**config.mk**
```make
export PLATFORM = sky130hd
export DESIGN_NAME = arbiter3_rr_mutex
export DESIGN_NICKNAME = d
export VERILOG_FILES = /design/src/rtl/arbiter3_rr_mutex.sv
export SDC_FILE = /design/constraint.sdc
export NUM_CORES = 1
export LEC_CHECK = 0
export ABC_AREA = 1
export BUFFER_PORTS_ARGS = -buffer_cell sky130_fd_sc_hd__buf_2
export CAP_MARGIN = 15
export CORE_MARGIN = 4
export CORE_UTILIZATION = 35
export CTS_BUF_LIST = sky130_fd_sc_hd__clkbuf_4
export CTS_CLUSTER_DIAMETER = 50
export DETAILED_ROUTE_END_ITERATION = 10
export GPL_ROUTABILITY_DRIVEN = 0
export PLACE_DENSITY = 0.6
export SLEW_MARGIN = 40
export SYNTH_ARGS = -nofsm -noshare
export SYNTH_HDL_FRONTEND = slang
export SYNTH_SLANG_ARGS = --single-unit
```
**constraint.sdc**
```tcl
create_clock -name clk -period 2.23 [get_ports clk]
set_clock_uncertainty 0.1 [all_clocks]
set_input_delay 0 -clock clk [delete_from_list [all_inputs] [get_ports clk]]
set_output_delay 0 -clock clk [all_outputs]
set_load 0.02 [all_outputs]
```
**src/rtl/arbiter3_rr_mutex.sv**
```systemverilog
// arbiter3_rr_mutex: 3-way round-robin mutex arbiter, break-before-make.
// Optional hold timeout enabled by defining ARB_TIMEOUT_EN.
module arbiter3_rr_mutex #(
  parameter int MAX_HOLD = 16
) (
  input  logic       clk,
  input  logic       rst,
  input  logic       X2,
  input  logic       X1,
  input  logic       X0,
  output logic       Y2,
  output logic       Y1,
  output logic       Y0,
  output logic       busy,
  output logic [1:0] owner,
  output logic       tmo
);

  localparam logic [1:0] S_IDLE  = 2'd0;
  localparam logic [1:0] S_GRANT = 2'd1;
  localparam logic [1:0] S_GAP   = 2'd2;

  logic [1:0] state;
  logic [1:0] ptr;
  logic [2:0] x;
  logic [2:0] y;
  logic [1:0] p0, p1, p2;
  logic       win_vld;
  logic [1:0] win;
  logic       own_x;
  logic       hit;

  assign x  = {X2, X1, X0};
  assign Y2 = y[2];
  assign Y1 = y[1];
  assign Y0 = y[0];

  // Priority order starts just after the last owner.
  always_comb begin
    p0 = 2'd0;
    p1 = 2'd1;
    p2 = 2'd2;
    case (ptr)
      2'd0: begin
        p0 = 2'd1;
        p1 = 2'd2;
        p2 = 2'd0;
      end
      2'd1: begin
        p0 = 2'd2;
        p1 = 2'd0;
        p2 = 2'd1;
      end
      default: begin
        p0 = 2'd0;
        p1 = 2'd1;
        p2 = 2'd2;
      end
    endcase
  end

  // Pick the first active requester in rotated order.
  always_comb begin
    win_vld = |x;
    if (x[p0])
      win = p0;
    else if (x[p1])
      win = p1;
    else
      win = p2;
  end

  // Request line of the current owner.
  always_comb begin
    case (owner)
      2'd0:    own_x = x[0];
      2'd1:    own_x = x[1];
      2'd2:    own_x = x[2];
      default: own_x = 1'b0;
    endcase
  end

`ifdef ARB_TIMEOUT_EN
  localparam logic [4:0] HOLD_LAST = 5'(MAX_HOLD - 1);

  logic [4:0] cnt;
  logic       tmo_q;

  assign hit = (state == S_GRANT) && (cnt == HOLD_LAST);
  assign tmo = tmo_q;

  // Count cycles the current grant has been held; zero outside GRANT.
  always_ff @(posedge clk) begin
    if (rst)
      cnt <= 5'd0;
    else if (state == S_GRANT && own_x && !hit)
      cnt <= cnt + 5'd1;
    else
      cnt <= 5'd0;
  end

  // Pulse tmo for the gap cycle that follows a forced release.
  always_ff @(posedge clk) begin
    if (rst)
      tmo_q <= 1'b0;
    else
      tmo_q <= hit;
  end
`else
  // Hold time is unlimited, so the bound is only kept for interface parity.
  logic unused_hold;
  assign unused_hold = ^MAX_HOLD;
  assign hit = 1'b0;
  assign tmo = 1'b0;
`endif

  // Arbitration FSM with registered grant, busy and owner outputs.
  always_ff @(posedge clk) begin
    if (rst) begin
      state <= S_IDLE;
      ptr   <= 2'd2;
      y     <= 3'b000;
      busy  <= 1'b0;
      owner <= 2'd3;
    end else begin
      case (state)
        S_GRANT: begin
          if (!own_x || hit) begin
            state <= S_GAP;
            y     <= 3'b000;
            busy  <= 1'b0;
            owner <= 2'd3;
          end
        end
        default: begin
          if (win_vld) begin
            state <= S_GRANT;
            ptr   <= win;
            y     <= 3'b001 << win;
            busy  <= 1'b1;
            owner <= win;
          end else begin
            state <= S_IDLE;
            y     <= 3'b000;
            busy  <= 1'b0;
            owner <= 2'd3;
          end
        end
      endcase
    end
  end

endmodule

```
==> results of run 1 <==
## per-stage QoR
step | hold slack (ns) | instance area (um^2) | cells | power, mW | setup slack [ns]
6_report | 0.0945 | 579 | 94 | 0.480 | 0.968
5_1_grt | 0.0963 | 579 | 94 | 0.515 | 0.852
3_3_place_gp | 0.182 | 539 | 89 | 0.343 | 1.01
3_5_place_dp | 0.174 | 539 | 89 | 0.345 | 0.968
2_1_floorplan | -0.0309 | 478 | 65 | 0.306 | 0.926
4_1_cts | 0.0887 | 579 | 94 | 0.487 | 0.955
## flip-flops by register name, indices dropped and copies added (netlist names)
signal and count:
y 3, state 2, owner 2, ptr 2
## power groups by stage
stage	logic (mW)	clock network (mW)	registers, mW
final	0.145	0.137	0.198
after global routing	0.163	0.151	0.201
after CTS	0.147	0.142	0.198
after detailed placement	0.144	0	0.201
after global placement	0.141	0	0.201
after floorplan	0.0890	0	0.217
## worst max-delay path, delay by kind of cell, from the launching register on
kind	cells	cell delay, ns
AO/OA/AOI/OAI	1	0.17
flip-flops	1	0.39
AND/OR/NAND/NOR	6	0.50
## per-layer routing
layer	vias up	track usage, %
met4	0	9.94
met3	5	4.78
met5	-	0
met1	198	14.1
met2	16	17.8
li1	236	-
## cell usage in the layout (no fill, tap or decap), drive strengths merged
| cell type | instances |
|---|---|
| buf | 10 |
| dfxtp | 9 |
| nor4 | 1 |
| dlygate4sd3 | 1 |
| or2 | 1 |
| inv | 9 |
| o211ai | 1 |
| a21oi | 6 |
| nand2 | 15 |
| clkbuf | 4 |
| conb | 1 |
| o21ai | 2 |
| nand3 | 12 |
| nor2 | 7 |
## timing repair
| item | 4_1_cts | 5_1_grt |
|---|---|---|
| hold endpoints to repair | 9 | 0 |
| gates resized for setup | 0 | 0 |
| hold buffers | 1 | 0 |
## logic make-up after synthesis
logic type / count (synthesis)
other: 1
DFF: 9
buffers and inverters: 10
AOI/OAI and AO/OA: 9
and+or+nand+nor: 36
## cell type report
cell class / instances / area (um^2)
well taps: 15 / 18.8
inverters: 9 / 33.8
fillers: 147 / 722
repair buffers: 11 / 60.1
clock buffers: 4 / 30.0
multi-input cells: 46 / 256
flip-flops and latches: 9 / 180
## worst paths after layout
check / startpoint / endpoint / slack [ns] / cells past startpoint
setup / recovery: ptr[0] / y[0] / 0.97 / 7
hold / removal: X0 / state[1] / 0.09 / 4
setup reg to reg: ptr[0] / y[0] / 0.97 / 7
hold reg to reg: y[1] / y[1] / 0.38 / 2
==> key figures, run 1 <==
Final layout
  – Final core utilization: 44.5%
  – Fraction of final layout cells sized beyond drive strength 1: 29.1%
  – Net total in the final layout: 85
  – Area added between synthesis and finish: 21.2%
  – Diodes inserted: 0

Detailed routing
  – Remaining number of nets flagged by the antenna check after routing: 0
  – Routed metal-1 wire length: 486 um
  – Total wire length after detailed routing: 1.06 mm
  – Met3 Routed Length: 62 um
  – Uppermost layer routed: met4
  – Via count: 455
  – Residual DRC: 0
  – Wire length on met2: 478 um
  – Routed len/inst: 11.3 um
  – Number of detailed-route iterations in the first pass: 4
  – First-iteration detailed-routing DRC count: 12
  – Via density: 4.84

Floorplan
  – Area of the die: 2020 um^2
  – Count of standard-cell rows: 13
  – Die boundary height: 45.0 um
  – Chip width: 45.0 um
  – Number of top-level pins: 12
  – Std-Cell Core Area: 1300 um^2
  – Initial Util: 36.7%

Worst setup path
  – CP max FO: 4
  – List of cells traversed by the critical path: nor2_1, nand2_1, nand2_1, o21ai_1, nand2_1, nand2_2, nor2_2
  – Endpoint type of the worst setup path: flop
  – Required time at the worst-slack endpoint: 2.29 ns
  – Arr. time, crit path: 1.32 ns
  – Critical setup path kind: reg -> reg
  – Critical path startpoint category: flop
  – Crit path max-delay cell type: sky130_fd_sc_hd__dfxtp_1
  – Longest individual stage delay on the worst path: 0.39 ns
  – Crit path top cell by count: sky130_fd_sc_hd__nand2_1

Synthesis
  – Xor and xnor fraction of the mapped netlist area: 0%
  – Yosys cell types: 19
  – Area of the mapped netlist: 478 um^2
  – Top cells by area in the synthesized netlist: sky130_fd_sc_hd__dfxtp_1 (38%), sky130_fd_sc_hd__nand3_1 (12%), sky130_fd_sc_hd__nand2_1 (10%), sky130_fd_sc_hd__a21oi_4 (6.8%), sky130_fd_sc_hd__inv_1 (6.3%)
  – Sequential fraction of the synthesis area: 37.7%
  – Cell count after synthesis: 65
  – Top cell type's share of synthesized area: 37.7%
  – Complex-gate fraction of the synthesized area: 14.7%
  – Synth Area in Simple Gates: 38.2%
  – Post-synth EDFFs: 0
  – Main combinational cell family by area after synthesis: simple AND/OR/NAND/NOR gates
  – List of most frequent post-synthesis cells: sky130_fd_sc_hd__nand2_1 (13), sky130_fd_sc_hd__nand3_1 (11), sky130_fd_sc_hd__dfxtp_1 (9), sky130_fd_sc_hd__inv_1 (8)
  – Most used flip-flop cell after synthesis: sky130_fd_sc_hd__dfxtp_1
  – Number of storage elements in the synthesis netlist: 9
  – Async S/R FF share, synth: 0%
  – Number of warnings printed during yosys synthesis: 0
  – Synth area leader: sky130_fd_sc_hd__dfxtp_1
  – Most frequent cell after synthesis: sky130_fd_sc_hd__nand2_1
  – Synthesized area divided by synthesized cell count: 7.35 um^2
  – Proportion of synthesized area in mux cells: 0%
  – Adder-cell share of the synthesized area: 0%
  – Net count of the mapped netlist: 70

Global routing
  – Via count of the first global-routing pass: 416
  – Maximum number of pins on one net before global-route repair: 7
  – Grt ovf: 0
  – Global-route wire length before repair: 1.70 mm
  – Aggregate global-route resource usage: 12.3%
  – Initial antenna violation count: 0

Clock tree
  – Maximum count of clock buffers along a single path: 2
  – Max H-tree Level: 1
  – Clock sink count: 9
  – CTS tree: done
  – Clock input transition at the sequential cells of the worst setup and hold paths: 0.06 ns
  – Number of buffers added for setup after CTS: 0
  – Skew-Pair Late Insertion Delay: 0.26 ns
  – Number of buffers created by CTS: 3
  – Clock tree root driver cell: sky130_fd_sc_hd__clkbuf_4

Worst hold path
  – Hold Crit Class: in -> reg

STA
  – Number of setup violations in the final report: 0
  – Unrepaired setup endpoints after global routing: no
  – Final Max Slew Viols: 0
  – Final hold violations: 0
  – Final worst path period need: 1.26 ns
  – Total negative slack for setup checks: 0 ns
  – Final cycle utilization of the critical path: 56.6%
  – Timing-limited maximum frequency: 0.792 GHz

Outcome
  – Status: complete, no violations

Pwr
  – Clk network pwr share: 28.6%
  – Fraction of power spent switching nets: 35.1%
  – Seq pwr share: 41.2%
  – Leakage: 0.309 nW
  – Power dissipated by switching net loads: 0.169 mW
  – Areal power density over the cells: 829 nW/um^2
  – Power Internal: 0.312 mW
  – Combinational fraction of design power: 30.2%
  – Worst ir drop on vdd: 364 uV

Placed design
  – Number of port buffers: 10
  – Final HPWL from detailed placement: 801 um

Run
  – Max Cap Violations: 0
Note: power is estimated with default switching activity, not from simulation.
==> inputs of run 2 (changes only) <==
--- a/config.mk
+++ b/config.mk
@@ -14,7 +14,7 @@
 export CTS_CLUSTER_DIAMETER = 50
 export DETAILED_ROUTE_END_ITERATION = 10
 export GPL_ROUTABILITY_DRIVEN = 0
-export PLACE_DENSITY = 0.6
+export PLACE_DENSITY = 0.63
 export SLEW_MARGIN = 40
 export SYNTH_ARGS = -nofsm -noshare
 export SYNTH_HDL_FRONTEND = slang
==> constraint.sdc (replaced) <==
create_clock -name clk -period 1 [get_ports clk]
set_clock_uncertainty 0.1 [all_clocks]
set_input_delay 0 -clock clk [delete_from_list [all_inputs] [get_ports clk]]
set_output_delay 0 -clock clk [all_outputs]
set_load 0.02 [all_outputs]
==> run 2 against run 1 <==
  * The run now ends with negative setup slack left
  * Via count up 12%
  * Maximum frequency up 7.8%
  * Non-clock buffer count up 11
  * Largest cell class unchanged
  * Highest routed layer unchanged
==> key figures, run 2 (synthesized netlist as in run 1, its figures left out) <==
Outcome
  – Status: finished with violations (was complete, no violations)
  – Failing checks: negative setup slack

Detailed routing
  – Via density: 4.87 (was 4.84)
  – Via count: 511 (was 455)
  – First-iteration detailed-routing DRC count: 3 (was 12)
  – Remaining number of nets flagged by the antenna check after routing: 0 (unchanged)
  – Number of detailed-route iterations in the first pass: 4 (unchanged)
  – Routed len/inst: 11.4 um (was 11.3 um)
  – Total wire length after detailed routing: 1.20 mm (was 1.06 mm)
  – Residual DRC: 0 (unchanged)

Floorplan
  – Count of standard-cell rows: 13 (unchanged)
  – Initial Util: 36.7% (unchanged)
  – Number of top-level pins: 12 (unchanged)
  – Area of the die: 2020 um^2 (unchanged)
  – Chip width: 45.0 um (unchanged)
  – Die boundary height: 45.0 um (unchanged)
  – Std-Cell Core Area: 1300 um^2 (unchanged)

Pwr
  – Leakage: 0.370 nW (was 0.309 nW)
  – Post-layout total power: 1.25 mW (was 0.480 mW)
  – Areal power density over the cells: 1650 nW/um^2 (was 829 nW/um^2)
  – Worst ir drop on vdd: 990 uV (was 364 uV)

Clock tree
  – CTS tree: done (unchanged)
  – Clock input transition at the sequential cells of the worst setup and hold paths: 0.06 ns (about the same)
  – Clock tree root driver cell: sky130_fd_sc_hd__clkbuf_4 (unchanged)
  – Skew-Pair Late Insertion Delay: 0.25 ns (was 0.26 ns)
  – Max H-tree Level: 1 (unchanged)
  – Maximum count of clock buffers along a single path: 2 (unchanged)
  – Clock sink count: 9 (unchanged)
  – Number of buffers created by CTS: 3 (unchanged)

STA
  – Unrepaired setup endpoints after global routing: yes (was no)
  – Final Max Slew Viols: 0 (unchanged)
  – Final cycle utilization of the critical path: 117% (was 56.6%)
  – Number of setup violations in the final report: 9 (was 0)
  – Final critical-path setup slack: -0.171 ns (was 0.968 ns)
  – Final hold violations: 0 (unchanged)
  – Timing-limited maximum frequency: 0.854 GHz (was 0.792 GHz)
  – Final worst path period need: 1.17 ns (was 1.26 ns)

Final layout
  – Leading cell type in the layout, fill and taps excluded: sky130_fd_sc_hd__buf_4 (was sky130_fd_sc_hd__nand2_1)
  – Net total in the final layout: 96 (was 85)
  – Area added between synthesis and finish: 58.6% (was 21.2%)
  – Most frequent cells in the layout: sky130_fd_sc_hd__buf_4 (11), sky130_fd_sc_hd__nand2_1 (9), sky130_fd_sc_hd__buf_2 (9) (was sky130_fd_sc_hd__nand2_1 (13), sky130_fd_sc_hd__nand3_1 (11), sky130_fd_sc_hd__buf_2 (10))
  – Max reg flops: 3 (unchanged)
  – Fraction of final layout cells sized beyond drive strength 1: 66.7% (was 29.1%)
  – Number of filler cells placed in the layout: 121 (was 147)
  – Register with the most flip-flops: y (unchanged)
  – Diodes inserted: 0 (unchanged)
  – Final core utilization: 58.3% (was 44.5%)

Worst setup path
  – Critical setup path kind: reg -> reg (unchanged)
  – Arr. time, crit path: 1.21 ns (was 1.32 ns)
  – Required time at the worst-slack endpoint: 1.04 ns (was 2.29 ns)
  – Critical path startpoint category: flop (unchanged)
  – Endpoint type of the worst setup path: flop (unchanged)
  – CP max FO: 5 (was 4)

Global routing
  – Global-route wire length before repair: 2.09 mm (was 1.70 mm)
  – Initial antenna violation count: 0 (unchanged)
  – Aggregate global-route resource usage: 14.1% (was 12.3%)
  – Maximum number of pins on one net before global-route repair: 7 (unchanged)
  – Grt ovf: 0 (unchanged)
  – Via count of the first global-routing pass: 491 (was 416)

Worst hold path
  – Hold Crit Class: in -> reg (unchanged)

Run
  – Max Cap Violations: 0 (unchanged)

Placed design
  – Worst slack, placed: -0.192 ns (was 0.968 ns)
  – Final HPWL from detailed placement: 814 um (was 801 um)
  – Number of port buffers: 10 (unchanged)
run 2: cell count changes in the layout (fill, tap and decap cells not counted), moves of 3 or more:
cell                      change
sky130_fd_sc_hd__a21oi_1      -3
sky130_fd_sc_hd__a21oi_2      +3
sky130_fd_sc_hd__buf_4       +11
sky130_fd_sc_hd__dfxtp_1      -6
sky130_fd_sc_hd__dfxtp_4      +5
sky130_fd_sc_hd__inv_1        -5
sky130_fd_sc_hd__inv_2        +3
sky130_fd_sc_hd__nand2_1      -4
sky130_fd_sc_hd__nand2_2      +4
sky130_fd_sc_hd__nand3_1      -5
sky130_fd_sc_hd__nand3_2      +5
run 2: stage by stage:
stage | TNS [ns] | cell area, um^2 | hold WS, ns | cells
floorplan | -0.554 | 512 | -0.0390 | 65
global placement | -0.962 | 611 | 0.176 | 94
detailed placement | -1.03 | 611 | 0.173 | 94
CTS | -1.14 | 719 | 0.156 | 103
global route | -1.91 | 758 | 0.165 | 105
finish | -1.20 | 758 | 0.140 | 105
run 2: what timing repair did:
| item | CTS | global route |
|---|---|---|
| gates cloned | 0 | 0 |
| resized for setup | 14 | 7 |
| pin swaps | 7 | 2 |
| hold buffers | 1 | 0 |
| setup buffers | 4 | 2 |
| endpoints found under the setup margin | 9 | 10 |
| hold endpoints to repair | 8 | 0 |
run 2: layer usage:
| metal | GRT usage (%) | share of wire [%] | vias up |
|---|---|---|---|
| met5 | 0 | 0 | - |
| met1 | 18.9 | 45 | 234 |
| met4 | 5.26 | 1.1 | 0 |
| li1 | - | - | 259 |
| met2 | 22.3 | 47 | 16 |
| met3 | 2.39 | 6.2 | 2 |
run 2: critical path, stage by stage (launching register included):
cell and delay [ns]:
sky130_fd_sc_hd__dfxtp_4 0.35, sky130_fd_sc_hd__inv_4 0.06, sky130_fd_sc_hd__nor2_4 0.05, sky130_fd_sc_hd__a21oi_4 0.19, sky130_fd_sc_hd__inv_2 0.07, sky130_fd_sc_hd__a21oi_4 0.15, sky130_fd_sc_hd__nand3_1 0.09
run 2: final timing paths:
path	from	endpoint	slack, ns	depth (start not counted)
worst min-delay path	X2	y[2]	0.14	5
worst min register to register	state[1]	state[1]	0.34	1
worst max register to register	state[0]	owner[1]	-0.17	6
worst max-delay path	state[0]	owner[1]	-0.17	6
run 2: area by class of cell:
type	instances	area (um^2)	area share, %
Clock buffer	4	30.0	3.96
Inverter	9	38.8	5.12
Multi-Input combinational cell	46	322	42.4
Sequential cell	9	200	26.4
Tap cell	15	18.8	2.48
Timing Repair Buffer	22	149	19.6
run 2: where the power goes:
group,switching [mW],internal (mW)
sequential,0.0523,0.416
combinational,0.267,0.212
clock,0.123,0.181
total,0.443,0.809
